[config.mk]
export PLATFORM = sky130hd
export DESIGN_NAME = fetch_unit
export DESIGN_NICKNAME = d
export VERILOG_FILES = /design/src/rtl/fetch_unit.sv
export SDC_FILE = /design/constraint.sdc
export NUM_CORES = 1
export LEC_CHECK = 0
export BUFFER_PORTS_ARGS = -buffer_cell sky130_fd_sc_hd__buf_2
export CORE_MARGIN = 4
export CORE_UTILIZATION = 45
export DETAILED_ROUTE_END_ITERATION = 10
export GPL_TIMING_DRIVEN = 1
export PLACE_DENSITY = 0.8
export SYNTH_ARGS = -nofsm -noshare
export SYNTH_HDL_FRONTEND = slang
export SYNTH_SLANG_ARGS = --single-unit
[constraint.sdc]
create_clock -name clk -period 2.1 [get_ports clk]
set_clock_uncertainty 0.05 [all_clocks]
set_input_delay 0.105 -clock clk [delete_from_list [all_inputs] [get_ports clk]]
set_output_delay 0.105 -clock clk [all_outputs]
set_load 0.1 [all_outputs]
[src/rtl/fetch_unit.sv]
// fetch_unit: owns the PC, fetches over req/ack with a bounded wait, and hands {pc, instr} to control.
// Optional FETCH_MISALIGN_CHECK_EN: a misaligned commit target traps to ERROR instead of being truncated.
module fetch_unit #(
    parameter logic [31:0] RESET_PC     = 32'h0000_0000,
    parameter int          IMEM_TIMEOUT = 255
) (
    input  logic        clk,
    input  logic        rst,
    output logic        imem_req_out,
    output logic [31:0] imem_addr_out,
    input  logic        imem_ack_in,
    input  logic [31:0] imem_data_in,
    output logic [31:0] instr_out,
    output logic [31:0] pc_out,
    output logic        instr_valid_out,
    input  logic        instr_ready_in,
    input  logic [31:0] pc_next_in,
    output logic        fetch_err_out
);
    localparam int CW = IMEM_TIMEOUT > 0 ? $clog2(IMEM_TIMEOUT + 1) : 1;
    localparam logic [CW-1:0] TMO = CW'(IMEM_TIMEOUT);

    typedef enum logic [1:0] {IDLE, REQ, HOLD, ERROR} state_t;

    state_t state, state_d;
    logic [31:0] pc, pc_d, instr, instr_d;
    logic valid, valid_d;
    logic [CW-1:0] cnt, cnt_d;

    always_comb begin
        state_d = state;
        pc_d    = pc;
        instr_d = instr;
        valid_d = valid;
        cnt_d   = cnt;
        case (state)
            IDLE: state_d = REQ;
            REQ: begin
                if (imem_ack_in) begin
                    instr_d = imem_data_in;
                    valid_d = 1'b1;
                    cnt_d   = '0;
                    state_d = HOLD;
                end else begin
                    cnt_d = &cnt ? cnt : cnt + CW'(1);
                    if (IMEM_TIMEOUT != 0 && cnt_d == TMO) state_d = ERROR;
                end
            end
            HOLD: begin
                if (instr_ready_in) begin
                    valid_d = 1'b0;
`ifdef FETCH_MISALIGN_CHECK_EN
                    state_d = pc_next_in[1:0] != 2'b00 ? ERROR : REQ;
                    pc_d    = pc_next_in[1:0] != 2'b00 ? pc : pc_next_in;
`else
                    state_d = REQ;
                    pc_d    = pc_next_in & 32'hFFFF_FFFC;
`endif
                end
            end
            ERROR: valid_d = 1'b0;
            default: state_d = IDLE;
        endcase
    end

    always_ff @(posedge clk) begin
        if (rst) begin
            state <= IDLE;
            pc    <= RESET_PC;
            instr <= 32'h0000_0013;
            valid <= 1'b0;
            cnt   <= '0;
        end else begin
            state <= state_d;
            pc    <= pc_d;
            instr <= instr_d;
            valid <= valid_d;
            cnt   <= cnt_d;
        end
    end

    assign imem_req_out    = state == REQ;
    assign imem_addr_out   = pc;
    assign pc_out          = pc;
    assign instr_out       = instr;
    assign instr_valid_out = valid;
    assign fetch_err_out   = state == ERROR;
endmodule

# Word-level counts from Yosys, hierarchy flattened
# Cells that the tools add are included.
# word_totals
register_bits	73
input_bits	68
out_inout_bits	99
wordCells	30
# op_classes
n_addsub	1
eq_ne	7
mux	9
reduce_logical	8
# ops
cell	n
$mux 8	2
$add 8x1->8 const B	1
$eq 8x8->1 const B	1
$reduce_and 8->1	1
$mux 2	3
$pmux 2 s3	1
$reduce_and 3->1	2
$reduce_bool 3->1	2
$eq 2x2->1 const B	2
$reduce_and 2->1	2
$ne 3x1->1 const B	1
$pmux 1 s3	1
$eq 2x1->1 const B	1
$logic_not 2->1	1
$mux 1	2
$ne 2x1->1 const B	1
$ne 2x2->1 const B	1

# Longest topological paths before layout
# Gate-level depths: netlist of the first run.
# logic_depth
ltp_word	6
depth_mapped	6
mapped_depth_nobuf	5

# Worst setup path after synthesis of the first run
# OpenSTA, ideal clock, no wires.
# synth_timing
kind	flip-flop to output port
startpoint	register pc[10] (netlist: imem_addr_out[10])
endpoint	output port pc_out[10]
t_arrival_ns	1.373
required_ns	1.945
setup_slack_ns	0.572
path_stages_with_launch	2
cell_sequence	dfxtp_1 > buf_4
# synth_lines
element	line_no	rtl
start, declared	26	logic [31:0] pc, pc_d, instr, instr_d;
start signal, assigned	75	pc <= pc_d;
end, declared	14	output logic [31:0] pc_out,
# No word-level cell between the ends.

# Final worst setup path of the first run
# layout_timing
startpoint	register cnt[0]
endpoint	register cnt[5]
# layout_between
elab_chain_len	3
# layout_rtl
element	line_no	rtl
start, declared	28	logic [CW-1:0] cnt, cnt_d;
start signal, assigned	78	cnt <= cnt_d;
$add 8x1->8 or $reduce_and 8->1 (tied branches)	45	cnt_d = &cnt ? cnt : cnt + CW'(1);
$mux 8 *	45	
$mux 8 *	39	if (imem_ack_in) begin
# Every way passes the cells marked *; elsewhere a longest branch is shown, timed or not.
# A chain may end at the register's enable or synchronous reset.

==> summary.txt, run 1 <==
GRT overflow -> 0
Min-Delay Path Depth -> 3
Max clock buf depth -> 2
Ys Warns -> 0
GPL Wtd Cong -> 0.912
post-DR vias/cell -> 5.03
HP Start -> instr_ready_in
Synth area leader -> dfxtp_1
post-layout min period -> 1.87 ns
most frequent cells in the layout -> buf_2, nand2_1, dfxtp_1
global-route wire length before repair -> 15.9 mm
Layout area overhead -> 46.0%
total clock sinks -> 73
Final setup viols -> 0
Rows -> 30
Final period util -> 89.1%
core box area -> 6790 um2
most common cell after layout, fill and taps aside -> buf_2
CTS root buf -> clkbuf_8
worst slew pin tran -> 0.623 ns
PortBufs -> 160
fraction of layout cells with a size suffix above 1 -> 32.5%
max_slew headroom -> 58.3%
Mapped Area -> 3150 um2
Avg WL per Cell -> 14.8 um
post-route ant nets -> 0
number of library cell types mapped by synthesis -> 43
Worst Path Arrival -> 2.07 ns
TritonCTS clock tree -> yes
Slew Limit Fails -> 0
clk slew on worst S/H paths -> 0.08 ns
Hold Path End -> state[0]$_SDFFE_PP0P_
outcome -> complete, no violations
worst min path class -> input pin to register
Max VDD drop -> 0.565 mV
vias -> 3407
RSZ-0062 raised after global routing -> false
fmax -> 534 MHz
synthesized flop and latch total -> 73
CP Capture Type -> register
Final Routed Wirelength -> 10.1 mm
detailed placement HPWL -> 5.98 mm
Pre-antenna DRT Iters -> 5
DRC errors left -> 0
Worst Reg-to-Reg Cells -> 5
Inst Count DP -> 600
Total GRT Usage -> 23.4%
Num CTS Buffers -> 9
chip width -> 91.6 um
count of non-filler cells in the finished layout -> 678
diode count -> 0
worst path required time -> 2.30 ns
post-route setup TNS -> 0 ns
synth top area cells -> dfxtp_1, nand2_1, a21oi_1
register area share after synthesis -> 46.4%
vias in the first global route -> 3260
Pleak -> 0.00208 uW
crit-path max FO -> 11
Die Y -> 91.6 um
I/O Pins -> 167
Reg2Reg Setup Slack -> 0.23 ns
Synth top area share -> 46.4%
worst skew pair latency -> 0.35 ns
PD cells -> 799 nW/um2
CP Class -> register to register
nets -> 646
pin count of the biggest net entering global routing -> 35
cells after synthesis -> 397
kind of start point of the critical path -> register
Max Cap Viol -> 0
RR Endpoint -> cnt[5]$_SDFFE_PP0P_
htree depth -> 3
post_cts resized -> 0
initial core utilization -> 46.3%
Reg-to-Reg Start -> cnt[0]$_SDFFE_PP0P_
starting DRC count in detailed routing -> 168
Setup Buffers After CTS -> 0
syn_area_per_cell -> 7.93 um2
initial antenna violation count -> 0
die area -> 8400 um2
Hold Violations, Final -> 0
sequential cells by signal, indices dropped and copies added (netlist names):
name and cells:
state 2, instr_out 32, imem_addr_out 30, cnt 8, instr_valid_out 1
final cells by class:
cell class	instances	area (um2)
tap	96	120
multi-input combinational	262	1290
fill	483	2200
timing repair buffer	228	1470
inverter	3	11.3
clock buffer	10	138
sequential	73	1460
clock inverter	6	113
worst max path at each step:
| stage | cells past startpoint | slack, ns | end | start |
|---|---|---|---|---|
| 2_1_floorplan | 1 | 0.57 | pc_out[10] | imem_addr_out[10]$_SDFFE_PP0P_ |
| 3_5_place_dp | 5 | 0.28 | cnt[5]$_SDFFE_PP0P_ | cnt[0]$_SDFFE_PP0P_ |
| 6_report | 5 | 0.23 | cnt[5]$_SDFFE_PP0P_ | cnt[0]$_SDFFE_PP0P_ |
| 3_3_place_gp | 5 | 0.35 | cnt[5]$_SDFFE_PP0P_ | cnt[0]$_SDFFE_PP0P_ |
| 5_1_grt | 5 | 0.12 | cnt[5]$_SDFFE_PP0P_ | cnt[0]$_SDFFE_PP0P_ |
| 4_1_cts | 5 | 0.25 | cnt[5]$_SDFFE_PP0P_ | cnt[0]$_SDFFE_PP0P_ |
logic make-up after synthesis:
family / after synthesis / synth area share (%)
buffers and inverters: 65 / 13.0
multiplexers: 1 / 0.318
flip-flops: 73 / 46.4
AND/OR/NAND/NOR: 162 / 21.6
AO/OA/AOI/OAI: 93 / 17.8
other: 1 / 0.119
adder cells (fa/ha/maj): 1 / 0.398
XOR/XNOR: 1 / 0.278
power breakdown:
group,leakage [uW],internal (uW),switching [uW]
logic,0.00136,209,636
clock network,0.000127,826,535
registers,0.000593,1430,33.9
through the flow:
step | hold WS (ns) | utilization [%] | worst slack, ns | instance area, um2 | total power [uW]
floorplan | 0.177 | - | 0.572 | 3160 | 2110
global placement | 0.282 | 54.8 | 0.348 | 3720 | 2230
detailed placement | 0.276 | 54.8 | 0.284 | 3720 | 2240
CTS | 0.0341 | 67.6 | 0.246 | 4600 | 3680
global route | 0.0596 | 67.6 | 0.122 | 4600 | 3800
finish | 0.0500 | 67.6 | 0.229 | 4600 | 3670
critical path, cell delays in order, from the launching register on:
cell and delay (ns):
dfxtp_1 0.47, ha_1 0.43, and4_4 0.33, nand2_1 0.06, a31o_1 0.20, a211oi_1 0.24
Yosys cell counts, drive strengths merged:
| master | instances |
|---|---|
| a2111oi | 2 |
| a211oi | 6 |
| a21o | 2 |
| a21oi | 63 |
| a22oi | 1 |
| a311oi | 1 |
| a31o | 2 |
| a31oi | 3 |
| a32o | 1 |
| a41oi | 2 |
| and2 | 2 |
| and3 | 2 |
| and4 | 1 |
| buf | 52 |
| clkbuf | 10 |
| conb | 1 |
| dfxtp | 73 |
| ha | 1 |
| inv | 3 |
| mux2i | 1 |
| nand2 | 131 |
| nand2b | 1 |
| nand3 | 10 |
| nand3b | 1 |
| nand4 | 2 |
| nand4b | 1 |
| nor2 | 5 |
| nor2b | 1 |
| nor3 | 4 |
| nor3b | 1 |
| o2111ai | 1 |
| o21a | 2 |
| o21ai | 4 |
| o21bai | 1 |
| o2bb2ai | 1 |
| o31ai | 1 |
| xnor2 | 1 |
metal layers:
metal | track usage [%] | wire length [um] | up-vias | part of all wire, %
li1 | - | - | 1643 | -
met1 | 27.1 | 3790 | 1550 | 38
met2 | 41.3 | 5180 | 190 | 52
met3 | 6.64 | 845 | 24 | 8.4
met4 | 7.54 | 244 | 0 | 2.4
met5 | 0 | 0 | - | 0
what timing repair did:
action                                  in CTS  in global routing
endpoints found under the hold margin       62                  0
endpoints found under the setup margin       0                  0
hold buffers                                62                  0
(Power assumes the default switching activity.)
==> run 2: changes to the inputs <==
--- a/config.mk
+++ b/config.mk
@@ -5,12 +5,15 @@
 export SDC_FILE = /design/constraint.sdc
 export NUM_CORES = 1
 export LEC_CHECK = 0
+export ABC_AREA = 1
 export BUFFER_PORTS_ARGS = -buffer_cell sky130_fd_sc_hd__buf_2
+export CELL_PAD_IN_SITES_DETAIL_PLACEMENT = 1
+export CELL_PAD_IN_SITES_GLOBAL_PLACEMENT = 2
 export CORE_MARGIN = 4
-export CORE_UTILIZATION = 45
+export CORE_UTILIZATION = 22
 export DETAILED_ROUTE_END_ITERATION = 10
 export GPL_TIMING_DRIVEN = 1
-export PLACE_DENSITY = 0.8
+export PLACE_DENSITY_LB_ADDON = 0.1
 export SYNTH_ARGS = -nofsm -noshare
 export SYNTH_HDL_FRONTEND = slang
 export SYNTH_SLANG_ARGS = --single-unit
==> summary.txt, run 2 <==
outcome -> complete, no violations
Largest register FFs -> 32 (unchanged)
Num CTS Buffers -> 9 (unchanged)
Synth async-reset ratio -> 0% (unchanged)
Pleak -> 0.00233 uW (+12%)
post-route setup TNS -> 0 ns (unchanged)
initial antenna violation count -> 0 (unchanged)
post-DR vias/cell -> 4.20 (-16%)
register area share after synthesis -> 47.9% (+1.4 points)
I/O Pins -> 167 (unchanged)
RR Endpoint -> state[1]$_SDFFE_PP0P_
chip width -> 126 um (+37%)
post-route ant nets -> 0 (unchanged)
Final setup viols -> 0 (unchanged)
vias -> 3287 (-3.5%)
total clock sinks -> 73 (unchanged)
max_slew headroom -> 60.5% (+2.2 points)
Ys Warns -> 0 (unchanged)
cells after synthesis -> 415 (+4.5%)
Slew Limit Fails -> 0 (unchanged)
Die Y -> 126 um (+37%)
start point of the critical path -> cnt[1]$_SDFFE_PP0P_
nets -> 671 (+3.9%)
diode count -> 0 (unchanged)
Worst Path Arrival -> 1.87 ns (-0.20 ns)
CP Capture Type -> register
worst skew pair latency -> 0.33 ns (-0.02 ns)
Final period util -> 78.4% (-11 points)
most common cell after layout, fill and taps aside -> buf_2
Rows -> 42 (+40%)
CP max-delay cell -> dfxtp_1
fraction of layout cells with a size suffix above 1 -> 31.5% (-0.96 points)
clk slew on worst S/H paths -> 0.06 ns (-0.02 ns)
Worst path max stage delay -> 0.40 ns (-0.07 ns)
Pre-antenna DRT Iters -> 4 (-1)
core box area -> 13400 um2 (+97%)
overall power -> 4360 uW (+19%)
fmax -> 607 MHz (+14%)
Reg2Reg Setup Slack -> 0.45 ns (+0.22 ns)
worst min path class -> input pin to register
fillers -> 1692 (+250%)
TritonCTS clock tree -> yes
number of library cell types mapped by synthesis -> 24 (-44%)
die area -> 15800 um2 (+88%)
Inst Count DP -> 705 (+18%)
PD cells -> 927 nW/um2 (+16%)
top cells by count, synth -> nand2_1, dfxtp_1, nor2_1, a21oi_1, buf_4
GPL Wtd Cong -> 0.746 (-18%)
crit-path max FO -> 7 (-4)
Layout area overhead -> 54.2%
kind of start point of the critical path -> register
initial core utilization -> 22.8% (-24 points)
Avg WL per Cell -> 13.4 um (-9.5%)
crit-path cells -> ha_1 > nand3_1 > inv_2 > nand2_4 > nand2_1 > nand3_1 > nor2_1 > nand2_1 > nand2_1 > nand2_1 > a21oi_2
Total GRT Usage -> 13.5% (-9.9 points)
CP Class -> register to register
RSZ-0062 raised after global routing -> false
Reg-to-Reg Start -> cnt[1]$_SDFFE_PP0P_
post-layout min period -> 1.65 ns (-0.224 ns)
Synth area leader -> dfxtp_1
Max clock buf depth -> 2 (unchanged)
most frequent cells in the layout -> buf_2, nand2_1, dfxtp_1
Max Cap Viol -> 0 (unchanged)
CP dominant cell by count -> nand2_1
post_cts resized -> 0 (unchanged)
CTS root buf -> clkbuf_16
global-route wire length before repair -> 17.6 mm (+10%)
detailed placement HPWL -> 6.98 mm (+17%)
Max VDD drop -> 0.330 mV (-42%)
Synth top area share -> 47.9% (+1.4 points)
Worst Reg-to-Reg Cells -> 11 (+6)
Setup crit end -> state[1]$_SDFFE_PP0P_
Post-synth EDFFs -> 0 (unchanged)
starting DRC count in detailed routing -> 87 (-48%)
GRT overflow -> 0 (unchanged)
htree depth -> 3 (unchanged)
synthesized flop and latch total -> 73 (unchanged)
vias in the first global route -> 3567 (+9.4%)
syn_area_per_cell -> 7.35 um2 (-7.2%)
DRC errors left -> 0 (unchanged)
PortBufs -> 160 (unchanged)
worst slew pin tran -> 0.591 ns (-0.0318 ns)
Main synth FF type -> dfxtp_1
pin count of the biggest net entering global routing -> 40 (+14%)
worst path required time -> 2.32 ns (+0.02 ns)
Final Routed Wirelength -> 10.5 mm (+4.4%)
most common cell in the synthesized netlist -> nand2_1
Mapped Area -> 3050 um2 (-3.0%)
count of non-filler cells in the finished layout -> 782 (+15%)
Hold Violations, Final -> 0 (unchanged)
synth top area cells -> dfxtp_1, nand2_1, buf_4
## run 2: cell types whose count changed in the layout (fill, tap and decap cells not counted), moves of 8 or more
cell | previous run | this run
a21oi_1 | 63 | 37
clkbuf_16 | 0 | 9
clkbuf_8 | 10 | 2
inv_1 | 3 | 12
nand2_1 | 130 | 109
nor2_1 | 3 | 67
o21ai_0 | 4 | 30
## run 2: worst min-delay path by stage
| stage | startpoint | end | slack [ns] | depth (start not counted) |
|---|---|---|---|---|
| after floorplan | imem_data_in[0] | instr_out[0]$_SDFFE_PP1P_ | 0.17 | 2 |
| after global placement | imem_data_in[1] | instr_out[1]$_SDFFE_PP1P_ | 0.26 | 3 |
| after detailed placement | imem_data_in[0] | instr_out[0]$_SDFFE_PP1P_ | 0.27 | 3 |
| after CTS | instr_ready_in | instr_valid_out$_SDFFE_PP0P_ | 0.05 | 4 |
| after global routing | instr_ready_in | instr_valid_out$_SDFFE_PP0P_ | 0.08 | 4 |
| final | instr_ready_in | instr_valid_out$_SDFFE_PP0P_ | 0.06 | 4 |
## run 2: cells by family after synthesis
| kind of cell | Yosys count | share of synthesized area, % |
|---|---|---|
| other | 1 | 0.123 |
| AOI/OAI and AO/OA | 70 | 11.8 |
| and+or+nand+nor | 200 | 26.4 |
| adders and majority gates | 1 | 0.410 |
| DFF | 73 | 47.9 |
| xor gates and xnor gates | 1 | 0.287 |
| buffers and inverters | 69 | 13.1 |
## run 2: timing repair
| action | CTS | global route |
|---|---|---|
| hold buffers | 62 | 0 |
| endpoints found under the hold margin | 62 | 0 |
| setup buffers | 0 | 0 |
## run 2: report_power, final
part / leakage, uW / switching [uW] / internal, uW / total [uW]
logic: 0.00158 / 1030 / 247 / 1280
registers: 0.000594 / 50.3 / 1460 / 1510
clock network: 0.000152 / 589 / 980 / 1570
total: 0.00233 / 1670 / 2690 / 4360
## run 2: stage by stage
stage | instance area [um2] | setup slack (ns) | utilization, % | hold WS, ns
after floorplan | 3060 | 0.318 | - | 0.168
after global placement | 3780 | 0.462 | 28.2 | 0.256
after detailed placement | 3780 | 0.452 | 28.2 | 0.272
after CTS | 4710 | 0.430 | 35.1 | 0.0472
after global routing | 4710 | 0.199 | 35.1 | 0.0840
final | 4710 | 0.453 | 35.1 | 0.0594
## run 2: cell type report
type	count	area, um2	share of cell area (%)
clock inverters	4	52.6	1.12
repair buffers	227	1460	31.0
multi-input cells	276	1200	25.6
clock buffers	11	253	5.37
inverters	15	56.3	1.20
well taps	176	220	4.68
flip-flops and latches	73	1460	31.1
## run 2: critical path: cells and delay by family (launching register included)
family	cells	cell delay, ns
AOI/OAI and AO/OA	1	0.10
DFF	1	0.40
adders and majority gates	1	0.26
and+or+nand+nor	8	0.68
buffers and inverters	1	0.12
## run 2: metal layers
metal,part of all wire [%],GRT usage [%],up-vias,wire length (um)
li1,-,-,1651,-
met1,46,16.8,1518,4850
met2,46,22.5,105,4860
met3,6.1,4.02,13,644
met4,1.4,4.16,0,142
met5,0,0,-,0
